==> config.mk <==
export PLATFORM = sky130hd
export DESIGN_NAME = pb_press_classifier
export DESIGN_NICKNAME = d
export VERILOG_FILES = /design/src/rtl/pb_pkg.sv /design/src/rtl/pb_press_classifier.sv
export SDC_FILE = /design/constraint.sdc
export NUM_CORES = 1
export LEC_CHECK = 0
export BUFFER_PORTS_ARGS = -buffer_cell sky130_fd_sc_hd__clkbuf_2
export CAP_MARGIN = 15
export CORE_AREA = 2 2 80 98
export DETAILED_ROUTE_END_ITERATION = 10
export DIE_AREA = 0 0 82 100
export PLACE_DENSITY_LB_ADDON = 0.12
export SLEW_MARGIN = 20
export SYNTH_ARGS = -nofsm -noshare
export SYNTH_HDL_FRONTEND = slang
export SYNTH_SLANG_ARGS = --single-unit
==> constraint.sdc <==
create_clock -name clk -period 3 [get_ports clk]
set_input_delay 0.45 -clock clk [delete_from_list [all_inputs] [get_ports clk]]
set_output_delay 0.45 -clock clk [all_outputs]
set_load 0.005 [all_outputs]
==> src/rtl/pb_pkg.sv <==
// Shared types and default timing constants for the push-button press classifier.
package pb_pkg;

    localparam int unsigned PB_LONG_CYCLES = 50_000_000;
    localparam int unsigned PB_GAP_CYCLES  = 12_500_000;

    typedef enum logic [2:0] {
        IDLE      = 3'd0,
        PRESS1    = 3'd1,
        LONG_HELD = 3'd2,
        WAIT2     = 3'd3,
        PRESS2    = 3'd4
    } pb_state_e;

endpackage

==> src/rtl/pb_press_classifier.sv <==
// Classifies debounced press/release pulses into short, long and double presses.
module pb_press_classifier
    import pb_pkg::*;
#(
    parameter int unsigned LONG_CYCLES = PB_LONG_CYCLES,
    parameter int unsigned GAP_CYCLES  = PB_GAP_CYCLES
) (
    input  logic clk,
    input  logic rst_n,
    input  logic pb_down,
    input  logic pb_up,
    output logic short_press,
    output logic long_press,
    output logic double_press,
    output logic long_held
);

    localparam int unsigned MAX_CYCLES = (LONG_CYCLES > GAP_CYCLES) ? LONG_CYCLES : GAP_CYCLES;
    localparam int unsigned CNT_W      = $clog2(MAX_CYCLES) + 1;
    localparam logic [CNT_W-1:0] LONG_LAST = CNT_W'(LONG_CYCLES - 1);
    localparam logic [CNT_W-1:0] GAP_LAST  = CNT_W'(GAP_CYCLES - 1);

    pb_state_e        state;
    pb_state_e        state_nxt;
    logic [CNT_W-1:0] cnt;
    logic [CNT_W-1:0] cnt_nxt;
    logic             short_nxt;
    logic             long_nxt;
    logic             double_nxt;

    // State, counter and registered outputs
    always_ff @(posedge clk or negedge rst_n) begin
        if (!rst_n) begin
            state        <= IDLE;
            cnt          <= '0;
            short_press  <= 1'b0;
            long_press   <= 1'b0;
            double_press <= 1'b0;
            long_held    <= 1'b0;
        end else begin
            state        <= state_nxt;
            cnt          <= cnt_nxt;
            short_press  <= short_nxt;
            long_press   <= long_nxt;
            double_press <= double_nxt;
            long_held    <= (state_nxt == LONG_HELD);
        end
    end

    // Release/press edges win over timeouts; the opposite input is ignored per state
    always_comb begin
        state_nxt  = state;
        short_nxt  = 1'b0;
        long_nxt   = 1'b0;
        double_nxt = 1'b0;
        case (state)
            IDLE: begin
                if (pb_down) state_nxt = PRESS1;
            end
            PRESS1: begin
                if (pb_up) begin
                    state_nxt = WAIT2;
                end else if (cnt == LONG_LAST) begin
                    state_nxt = LONG_HELD;
                    long_nxt  = 1'b1;
                end
            end
            LONG_HELD: begin
                if (pb_up) state_nxt = IDLE;
            end
            WAIT2: begin
                if (pb_down) begin
                    state_nxt = PRESS2;
                end else if (cnt == GAP_LAST) begin
                    state_nxt = IDLE;
                    short_nxt = 1'b1;
                end
            end
            PRESS2: begin
                if (pb_up) begin
                    state_nxt  = IDLE;
                    double_nxt = 1'b1;
                end
            end
            default: state_nxt = IDLE;
        endcase

        if (state_nxt != state) begin
            cnt_nxt = '0;
        end else if (state == PRESS1 || state == WAIT2) begin
            cnt_nxt = cnt + CNT_W'(1);
        end else begin
            cnt_nxt = cnt;
        end
    end

endmodule

======== Yosys cells after proc, flatten, opt, wreduce, memory -nomap -nowiden ========
Cells that the tools add are included.
operators by class
  multipliers ............................. 0
  reduce and logical (&&, ||, !) cells .... 4
  $lt $le $gt $ge ......................... 0
  bitwise operators ....................... 0
  equal/unequal tests ..................... 8
  add/subtract/negate cells ............... 1
  shifts and indexed selects .............. 0
  multiplexer cells ....................... 17
  div/mod/pow operators ................... 0
operator list
  operator                                               number
  two-way mux 27 bit                                     2
  adder 27 x 1 -> 27 bit, second input constant          1
  equality test 27 x 24 -> 1 bit, second input constant  1
  equality test 27 x 26 -> 1 bit, second input constant  1
  two-way mux 3 bit                                      6
  case mux 3 bit (4 select lines)                        1
  equality test 3 x 2 -> 1 bit, second input constant    3
  two-way mux 1 bit                                      8
  equality test 3 x 1 -> 1 bit, second input constant    1
  equality test 3 bit, second input constant             1
  logical NOT 3 bit                                      1
  inequality test 3 bit                                  1
  nonzero test 2 bit                                     1
  OR reduction 2 bit                                     1
  logical OR 1 bit                                       1
word-level totals
  memories kept ........................... 0
  bits in writable memories ............... 0
  input bits .............................. 4
  bits in latches ......................... 0
  register bits ........................... 34
  ROM bits ................................ 0

======== Depth between registers and ports, before layout ========
Gate-level depths: netlist of the first run.
  depth in word-level cells ............... 6
  gate-level depth with buffers ........... 8
  depth with buffers taken out ............ 6

======== Least setup slack after synthesis of the first run ========
Ideal clock, no wire load.
  kind .................................... flip-flop to flip-flop
  start point ............................. reg cnt[7]
  end point ............................... reg cnt[5]
  clock period less this slack ............ 2.228 ns
  slack ................................... 0.772 ns
  data arrival time ....................... 2.109 ns
  cell stages (with the launch flop) ...... 7
  cells stage by stage .................... dfrtp_1 -> or4_4 -> nor4_4 -> a21oi_2 -> a311oi_4 -> buf_6 -> nor2_1
on the way
  cells in the longest elaborated chain, start to end .. 6
  elaborated cells on any way between the ends .. 10
ends and longest elaborated chain
  item                                                                                     line                                                  text
  start: declaration                                                                       pb_press_classifier.sv:25                             logic [CNT_W-1:0] cnt;
  start signal: assignment                                                                 pb_press_classifier.sv:42                             cnt <= cnt_nxt;
  equality test 27 x 24 -> 1 bit / equality test 27 x 26 -> 1 bit (equally long branches)  pb_press_classifier.sv:74, pb_press_classifier.sv:63
  two-way mux 3 bit, on equally long branches                                              pb_press_classifier.sv:74, pb_press_classifier.sv:63
  two-way mux 3 bit, on equally long branches                                              pb_press_classifier.sv:72, pb_press_classifier.sv:61
  case mux 3 bit (4 select lines) *                                                        pb_press_classifier.sv:56                             case (state)
  inequality test 3 bit *                                                                  pb_press_classifier.sv:88                             if (state_nxt != state) begin
  two-way mux 27 bit / nonzero test 2 bit (equally long branches)                          n/a
Mark *: on every way between the ends. The rest lies on a longest branch, timed or not.
A chain may end at the register's enable or synchronous reset.

======== Final worst setup path of the first run ========
  start point ............................. reg cnt[10]
  end point ............................... reg cnt[22]
on the way
  cells in the longest elaborated chain, start to end .. 6
  elaborated cells on any way between the ends .. 12
ends and longest elaborated chain
  item                                                                                     line
  equality test 27 x 24 -> 1 bit / equality test 27 x 26 -> 1 bit (equally long branches)  pb_press_classifier.sv:74, pb_press_classifier.sv:63
  two-way mux 3 bit, on equally long branches                                              pb_press_classifier.sv:74, pb_press_classifier.sv:63
  two-way mux 3 bit, on equally long branches                                              pb_press_classifier.sv:72, pb_press_classifier.sv:61
  case mux 3 bit (4 select lines)                                                          pb_press_classifier.sv:56
  inequality test 3 bit                                                                    pb_press_classifier.sv:88
  two-way mux 27 bit / nonzero test 2 bit (equally long branches)                          n/a
Several ways; a longest one is shown, not always the timed one. The select of a mux whose other input is x is not followed.

==> results of run 1 <==
==> worst max-delay path by stage <==
stage,to,cells after the start,slack [ns],start
CTS,cnt[22],6,0.52,cnt[7]
floorplan,cnt[5],6,0.77,cnt[7]
global placement,cnt[20],6,0.53,cnt[7]
finish,cnt[22],6,0.56,cnt[10]
detailed placement,cnt[19],6,0.55,cnt[7]
global route,cnt[22],6,0.38,cnt[10]
==> area by class of cell <==
cell class / instances / area share [%]
multi-input combinational: 141 / 43.2
sequential: 34 / 42.3
tap: 92 / 5.72
clock buffer: 7 / 3.80
timing repair buffer: 10 / 2.86
clock inverter: 1 / 1.49
inverter: 3 / 0.560
==> stage by stage <==
step | power [W] | utilization [%] | cells | hold WS, ns
after floorplan | 0.000788 | - | 186 | 0.154
after global placement | 0.000856 | 25.9 | 280 | 0.531
after detailed placement | 0.000851 | 25.9 | 280 | 0.530
after CTS | 0.00128 | 27.3 | 288 | 0.311
after global routing | 0.00134 | 27.3 | 288 | 0.338
final | 0.00125 | 27.3 | 288 | 0.267
==> power groups by stage <==
stage / combinational (W) / clock [W] / sequential, W
floorplan: 0.000275 / 0 / 0.000513
global placement: 0.000299 / 0 / 0.000557
detailed placement: 0.000295 / 0 / 0.000556
CTS: 0.000297 / 0.000439 / 0.000547
global route: 0.000325 / 0.000462 / 0.000556
finish: 0.000285 / 0.000421 / 0.000544
==> cells in the final DEF (no fill, tap or decap), types with 2 or more instances in the layout <==
| master | netlist | layout |
|---|---|---|
| nor2b_1 | 2 | 2 |
| a21oi_1 | 6 | 6 |
| dfrtp_1 | 34 | 34 |
| nand4_1 | 15 | 15 |
| nand4b_1 | 2 | 2 |
| buf_4 | 0 | 3 |
| clkbuf_8 | 0 | 5 |
| nor2_1 | 33 | 33 |
| and3_1 | 2 | 2 |
| nand3_1 | 11 | 11 |
| clkbuf_1 | 4 | 2 |
| clkbuf_2 | 0 | 7 |
| o21ai_0 | 3 | 3 |
| nor3_1 | 6 | 6 |
| or3_1 | 3 | 3 |
| xnor2_1 | 4 | 4 |
| nand2b_1 | 3 | 3 |
| nand2_1 | 15 | 15 |
| xor2_1 | 22 | 22 |
| inv_1 | 3 | 3 |
==> flip-flops by register name, summed over array words and instances (netlist names) <==
register,flops
long_held,1
state,3
cnt,27
double_press,1
long_press,1
short_press,1
==> critical path, delay by kind of cell, from the launching register on <==
kind | cells | cell delay [ns]
buffers and inverters | 1 | 0.35
and+or+nand+nor | 3 | 1.14
DFF | 1 | 0.42
AOI/OAI and AO/OA | 2 | 0.39
==> cell families (layout without fill, tap and decap cells) <==
family                     Yosys count  count (layout)  synth area share (%)
xor gates and xnor gates            26              26                  12.8
buffers and inverters               11              21                  3.24
and+or+nand+nor                    101             101                  30.1
AOI/OAI and AO/OA                   13              13                  5.28
adders and majority gates            1               1                 0.704
DFF                                 34              34                  47.9
==> per-layer routing <==
layer / share of wire, % / track usage (%)
met1: 45 / 14.9
met4: 2.3 / 5.00
met5: 0 / 0
met3: 2.7 / 2.70
met2: 50 / 18.9
==> flow_summary.toml, run 1 <==
[outcome]
status = "finished, final reports clean"

[yosys]
async_flop_share_pct = 100
synth_top_area_share_pct = 47.9
synth_cell_types = 34
yosysWarnings = 0
synth_edf_count = 0
synthCells = 186
yosys_register_bits = 34
netlist_top_cells_count = "dfrtp_1, nor2_1, xor2_1"
yosys-top-cells-area = "dfrtp_1, xor2_1, nor2_1, nand4_1, nand2_1"
netlist_area_um2 = 1780
synth_fp_nets = 191
synth_top_area_cell = "dfrtp_1"
syn_avg_cell_area_um2 = 9.56
seq_area_frac_synth_pct = 47.9
synth_ff_type = "dfrtp_1"
synth.most_common_cell = "dfrtp_1"

[setup_path]
critPathSlowestCell = "or4b_2"
critPathMaxStageDelay_ns = 0.68
crit-reg2reg-launch = "cnt[10]"
crit_path_start_kind = "register"
cp.required_ns = 3.16
end_kind = "register"
rr_worst_depth = 6
crit_arrival_ns = 2.60
rr_endpoint = "cnt[22]"
crit_chain = "or4b_2, nor3_1, a21oi_1, a311oi_4, buf_4, nor2b_1"
path_max_fanout = 27
r2r_setup_slack_ns = 0.56
crit_type = "reg2reg"

[final_layout]
regArea_um2 = 851
multi_input_area_um2 = 870
drive_above_1_share_pct = 11.7
nets = 200
areaGrowthSynthToFinish_pct = 13.1
design_area_um2 = 2010
fillers = 813
diodes = 0

[pwr]
seq_power_share_pct = 43.5
comb_power_share_pct = 22.8
switching_share_pct = 33.7
peakVddDrop_mv = 0.244
p_leak_nw = 0.816
switchingPower_w = 0.000421
power.density_nw_per_um2 = 622
clkPwrFrac_pct = 33.7
p_int_w = 0.000830

[die]
num_rows = 35
die_x_um = 82
pin_count = 8
die_area_um2 = 8200
fp.dieH_um = 100
start_util_pct = 24.2
core-area_um2 = 7360

[timing]
fmax_mhz = 411
setup_violations = 0
fin_crit_sh_pct = 81.2
worstMarginPinSlew_ns = 0.895
worst_clock_skew_ns = 0.00828
rsz0062_at_grt = "false"
finalHoldViolCount = 0
slew_violations = 0
layout_setup_ws_ns = 0.564
setup_tns_ns = 0
period_minus_slack_ns = 2.44
slew_headroom_pct = 40.4

[grt]
grt_first_pass_wirelength_mm = 7.25
antenna_found_initial = 0
grt_pass1_vias = 1446
grt_max_degree = 35
grt_remaining_overflow = 0
grt_usage_pct = 11.7

[clocking]
numCtsBuffers = 5
clockBufferDepth = 2
htreeDepth = 2
cts_sinks = 34
insertion_delay_ns = 0.29
clkTransAtPathRegs_ns = 0.07
post-cts-setup-buffers = 0
ctsHoldBuffers = 0
root_buffer = "clkbuf_8"
cts_resized = 0
tritoncts = "done"

[route]
vias = 1365
wl_mm = 4.26
initialDrtViolationCount = 51
dr.pass1.iters = 4
route.detailed.drc = 0
wl_per_cell_um = 14.8
ant_nets = 0
vias_per_cell = 4.74

[place]
port_buffers = 7
postPlaceCellArea_um2 = 1900
post-dp-hpwl_mm = 2.89
place_ws_ns = 0.547
gp_congestion = 0.710

[flow_run]
drv_cap = 0

[min_path]
min_path_type = "in2async"
No activity file was read; power rests on OpenSTA's default activity.
==> inputs of run 2 (changes only) <==
- clock period: 3 -> 2.1 ns (I/O delays scaled with it)
==> flow_summary.toml, run 2 (synthesis results as in run 1) <==
[outcome]
status = "finished, final reports clean"

[setup_path]
rr_endpoint = "cnt[3]"
crit-reg2reg-launch = "cnt[26]"
path_max_fanout = 10
crit_path_start_kind = "register"
crit_type = "reg2reg"
end_kind = "register"
cp-startpoint = "cnt[26]"
r2r_setup_slack_ns = 0.003
crit_arrival_ns = 2.26
cp.required_ns = 2.26
rr_worst_depth = 6
endpoint = "cnt[3]"

[clocking]
cts_sinks = 34
htreeDepth = 2
root_buffer = "clkbuf_8"
tritoncts = "done"
clockBufferDepth = 2
insertion_delay_ns = 0.28
clkTransAtPathRegs_ns = 0.07
numCtsBuffers = 5

[timing]
slew_violations = 0
finalHoldViolCount = 0
setup_tns_ns = 0
rsz0062_at_grt = "true"
slew_headroom_pct = 62.1
worstMarginPinSlew_ns = 0.567
period_minus_slack_ns = 2.10
fin_crit_sh_pct = 99.9
setup_violations = 0
worst_clock_skew_ns = 0.00681
fmax_mhz = 477
layout_setup_ws_ns = 0.00296

[place]
gp_congestion = 0.679
post-dp-hpwl_mm = 3.47
port_buffers = 7
place_ws_ns = -0.0274
dp.cells = 308

[min_path]
min_path_type = "in2reg"

[final_layout]
final_cell_mix = "dfrtp_1, nor2_1, buf_4, xor2_1"
largestRegisters = "cnt: 27 flops, state: 3 flops"
areaGrowthSynthToFinish_pct = 25.8
largest_register_ff_count = 27
layout_commonest_cell = "dfrtp_1"
drive_above_1_share_pct = 24.3
nets = 230
finalNonFillerCells = 318
diodes = 0
fillers = 804
top_register = "cnt"

[route]
dr.pass1.iters = 3
initialDrtViolationCount = 13
vias_per_cell = 4.47
route.detailed.drc = 0
vias = 1421
wl_per_cell_um = 14.1
ant_nets = 0
wl_mm = 4.48

[grt]
grt_pass1_vias = 1483
grt_remaining_overflow = 0
antenna_found_initial = 0
grt_first_pass_wirelength_mm = 7.80
grt_max_degree = 15
grt_usage_pct = 12.8

[pwr]
peakVddDrop_mv = 0.292
p_leak_nw = 0.958
power.density_nw_per_um2 = 802

[die]
num_rows = 35
core-area_um2 = 7360
fp.dieH_um = 100
die_x_um = 82
die_area_um2 = 8200
start_util_pct = 24.2
pin_count = 8

[flow_run]
drv_cap = 0
-- run 2: changes by cell type in the layout (fill, tap and decap cells not counted), sizes merged --
cell,before,now
clkinv,0,1
dlygate4sd3,0,1
buf,3,32
bufinv,1,0
-- run 2: timing repair --
item / in CTS / in global routing
hold buffers: 1 / 0
pin swaps: 0 / 0
endpoints found under the setup margin: 27 / 27
gates cloned: 0 / 0
setup buffers: 0 / 1
resized for setup: 0 / 0
endpoints found under the hold margin: 11 / 0
-- run 2: power by group --
part / total (W) / internal (W) / switching (W)
clock: 0.000497 / 0.000264 / 0.000233
combinational: 0.000560 / 0.000226 / 0.000335
sequential: 0.000735 / 0.000697 / 0.0000385
total: 0.00179 / 0.00119 / 0.000607
-- run 2: through the flow --
step / total power (W) / hold slack (ns) / utilization, % / area (µm²)
global route: 0.00194 / 0.271 / 30.4 / 2240
CTS: 0.00184 / 0.253 / 30.3 / 2230
floorplan: 0.00113 / 0.0194 / - / 1790
detailed placement: 0.00133 / 0.232 / 28.9 / 2130
global placement: 0.00133 / 0.231 / 28.9 / 2130
finish: 0.00179 / 0.262 / 30.4 / 2240
-- run 2: cell type report --
class | count | area (µm²) | area share [%]
repair buffers | 40 | 285 | 12.8
flip-flops and latches | 34 | 851 | 38.1
clock inverters | 1 | 5.00 | 0.224
well taps | 92 | 115 | 5.15
multi-input cells | 141 | 882 | 39.5
inverters | 3 | 11.3 | 0.504
clock buffers | 7 | 86.3 | 3.86
-- run 2: worst min path at each step --
stage / startpoint / to / slack (ns) / depth (start not counted)
finish: pb_up / long_held / 0.26 / 2
global route: pb_up / long_held / 0.27 / 2
CTS: pb_up / long_held / 0.25 / 2
detailed placement: rst_n / cnt[0] / 0.23 / 1
global placement: rst_n / cnt[0] / 0.23 / 1
floorplan: rst_n / cnt[0] / 0.02 / 0
-- run 2: critical path, stage by stage, from the launching register on --
cell and delay [ns]:
dfrtp_1 0.38, or4_4 0.56, nor4_4 0.33, a21oi_2 0.13
a311oi_4 0.30, buf_4 0.23, a21oi_1 0.05
-- run 2: routing by layer --
metal	wire, µm	track usage (%)
met4	75	4.62
met1	1930	15.1
met5	0	0
met2	2380	22.5
met3	93	2.70
==> inputs of run 3 (changes only) <==
- CELL_PAD_IN_SITES_DETAIL_PLACEMENT: default -> 0
- CELL_PAD_IN_SITES_GLOBAL_PLACEMENT: default -> 1
==> flow_summary.toml, run 3 (synthesis results as in run 1) <==
[outcome]
status = "finished, violations left"
violations = "negative setup slack"

[route]
wl_per_cell_um = 14.2
dr.pass1.iters = 4
ant_nets = 0
initialDrtViolationCount = 53
vias_per_cell = 4.61
vias = 1472
route.detailed.drc = 0
wl_mm = 4.54

[setup_path]
crit_path_start_kind = "register"
path_max_fanout = 9
critPathMaxStageDelay_ns = 0.68
critPathSlowestCell = "or4b_2"
r2r_setup_slack_ns = -0.08
crit_arrival_ns = 2.35
crit_type = "reg2reg"
crit_chain = "or4b_2, nor3_2, a21oi_4, a311oi_4, buf_6, clkbuf_16, nor2_1"
cp.required_ns = 2.28
end_kind = "register"

[timing]
setup_violations = 27
slew_headroom_pct = 59.6
finalHoldViolCount = 0
slew_violations = 0
rsz0062_at_grt = "true"
worst_clock_skew_ns = 0.00745
fin_crit_sh_pct = 104
setup_tns_ns = -1.68
fmax_mhz = 460
layout_setup_ws_ns = -0.0753
period_minus_slack_ns = 2.18
worstMarginPinSlew_ns = 0.604

[final_layout]
largestRegisters = "cnt: 27 flops, state: 3 flops"
top_register = "cnt"
layout_commonest_cell = "dfrtp_1"
nets = 231
final_cell_mix = "dfrtp_1, buf_4, nor2_1, xor2_1"
drive_above_1_share_pct = 28.6
areaGrowthSynthToFinish_pct = 33.4
diodes = 0
largest_register_ff_count = 27

[pwr]
peakVddDrop_mv = 0.440
power.density_nw_per_um2 = 941
p_leak_nw = 1.01

[clocking]
clockBufferDepth = 2
clkTransAtPathRegs_ns = 0.07
cts_sinks = 34
root_buffer = "clkbuf_8"
tritoncts = "done"
htreeDepth = 2
numCtsBuffers = 5
insertion_delay_ns = 0.29

[die]
die_area_um2 = 8200
start_util_pct = 24.2
num_rows = 35
die_x_um = 82
core-area_um2 = 7360
fp.dieH_um = 100
pin_count = 8

[grt]
grt_usage_pct = 12.1
grt_max_degree = 20
grt_first_pass_wirelength_mm = 7.49
grt_remaining_overflow = 0
antenna_found_initial = 0
grt_pass1_vias = 1467

[place]
post-dp-hpwl_mm = 3.26
port_buffers = 7
gp_congestion = 0.746
place_ws_ns = -0.0285

[min_path]
min_path_type = "in2reg"

[flow_run]
drv_cap = 0
-- run 3: cell count changes in the layout (fill, tap and decap cells not counted), sizes merged --
cell / before / now
bufinv: 0 / 2
clkinv: 1 / 0
-- run 3: path summary, 6_finish.rpt --
| path | start | end | depth (start not counted) |
|---|---|---|---|
| setup / recovery | cnt[10] | cnt[7] | 7 |
| hold / removal | pb_up | long_held | 2 |
| setup reg to reg | cnt[10] | cnt[7] | 7 |
| hold reg to reg | cnt[1] | cnt[1] | 2 |
| max in group asynchronous | rst_n | cnt[5] | 3 |
| min in group asynchronous | rst_n | cnt[1] | 2 |
-- run 3: per-stage QoR --
stage               area, µm²  power, W  std cells  util, %  hold WS (ns)
floorplan                1790   0.00113        186        -        0.0194
global placement         2110   0.00131        304     28.7         0.213
detailed placement       2110   0.00131        304     28.7         0.216
CTS                      2290   0.00211        315     31.2         0.263
global route             2370   0.00236        319     32.2         0.262
finish                   2370   0.00223        319     32.2         0.267
-- run 3: where the power goes --
group	internal, W	leakage (nW)	switching, W
logic	0.000341	0.464	0.000395
registers	0.000696	0.470	0.0000414
clock network	0.000507	0.0714	0.000251
-- run 3: critical path: cells and delay by family, from the launching register on --
family | cells | cell delay (ns)
compound gates | 2 | 0.33
buf+inv | 2 | 0.33
flops | 1 | 0.38
simple gates | 3 | 1.02
-- run 3: layout make-up --
type / instances / area, µm²
Clock buffer: 6 / 82.6
Clock inverter: 2 / 60.1
Fill cell: 776 / 4990
Inverter: 3 / 11.3
Multi-Input combinational cell: 141 / 917
Sequential cell: 34 / 851
Tap cell: 92 / 115
Timing Repair Buffer: 41 / 334
-- run 3: repair_timing --
| item | 4_1_cts | 5_1_grt |
|---|---|---|
| setup buffers | 2 | 3 |
| cloned | 0 | 1 |
| resized for setup | 6 | 7 |
| endpoints found under the setup margin | 27 | 27 |
| endpoints found under the hold margin | 10 | 0 |
| hold buffers | 1 | 0 |
-- run 3: metal layers --
metal / part of all wire [%] / wire length, µm / GRT usage, %
met5: 0 / 0 / 0
met4: 1.5 / 66 / 3.85
met3: 2.1 / 95 / 2.70
met2: 51 / 2330 / 20.4
met1: 45 / 2050 / 15.1
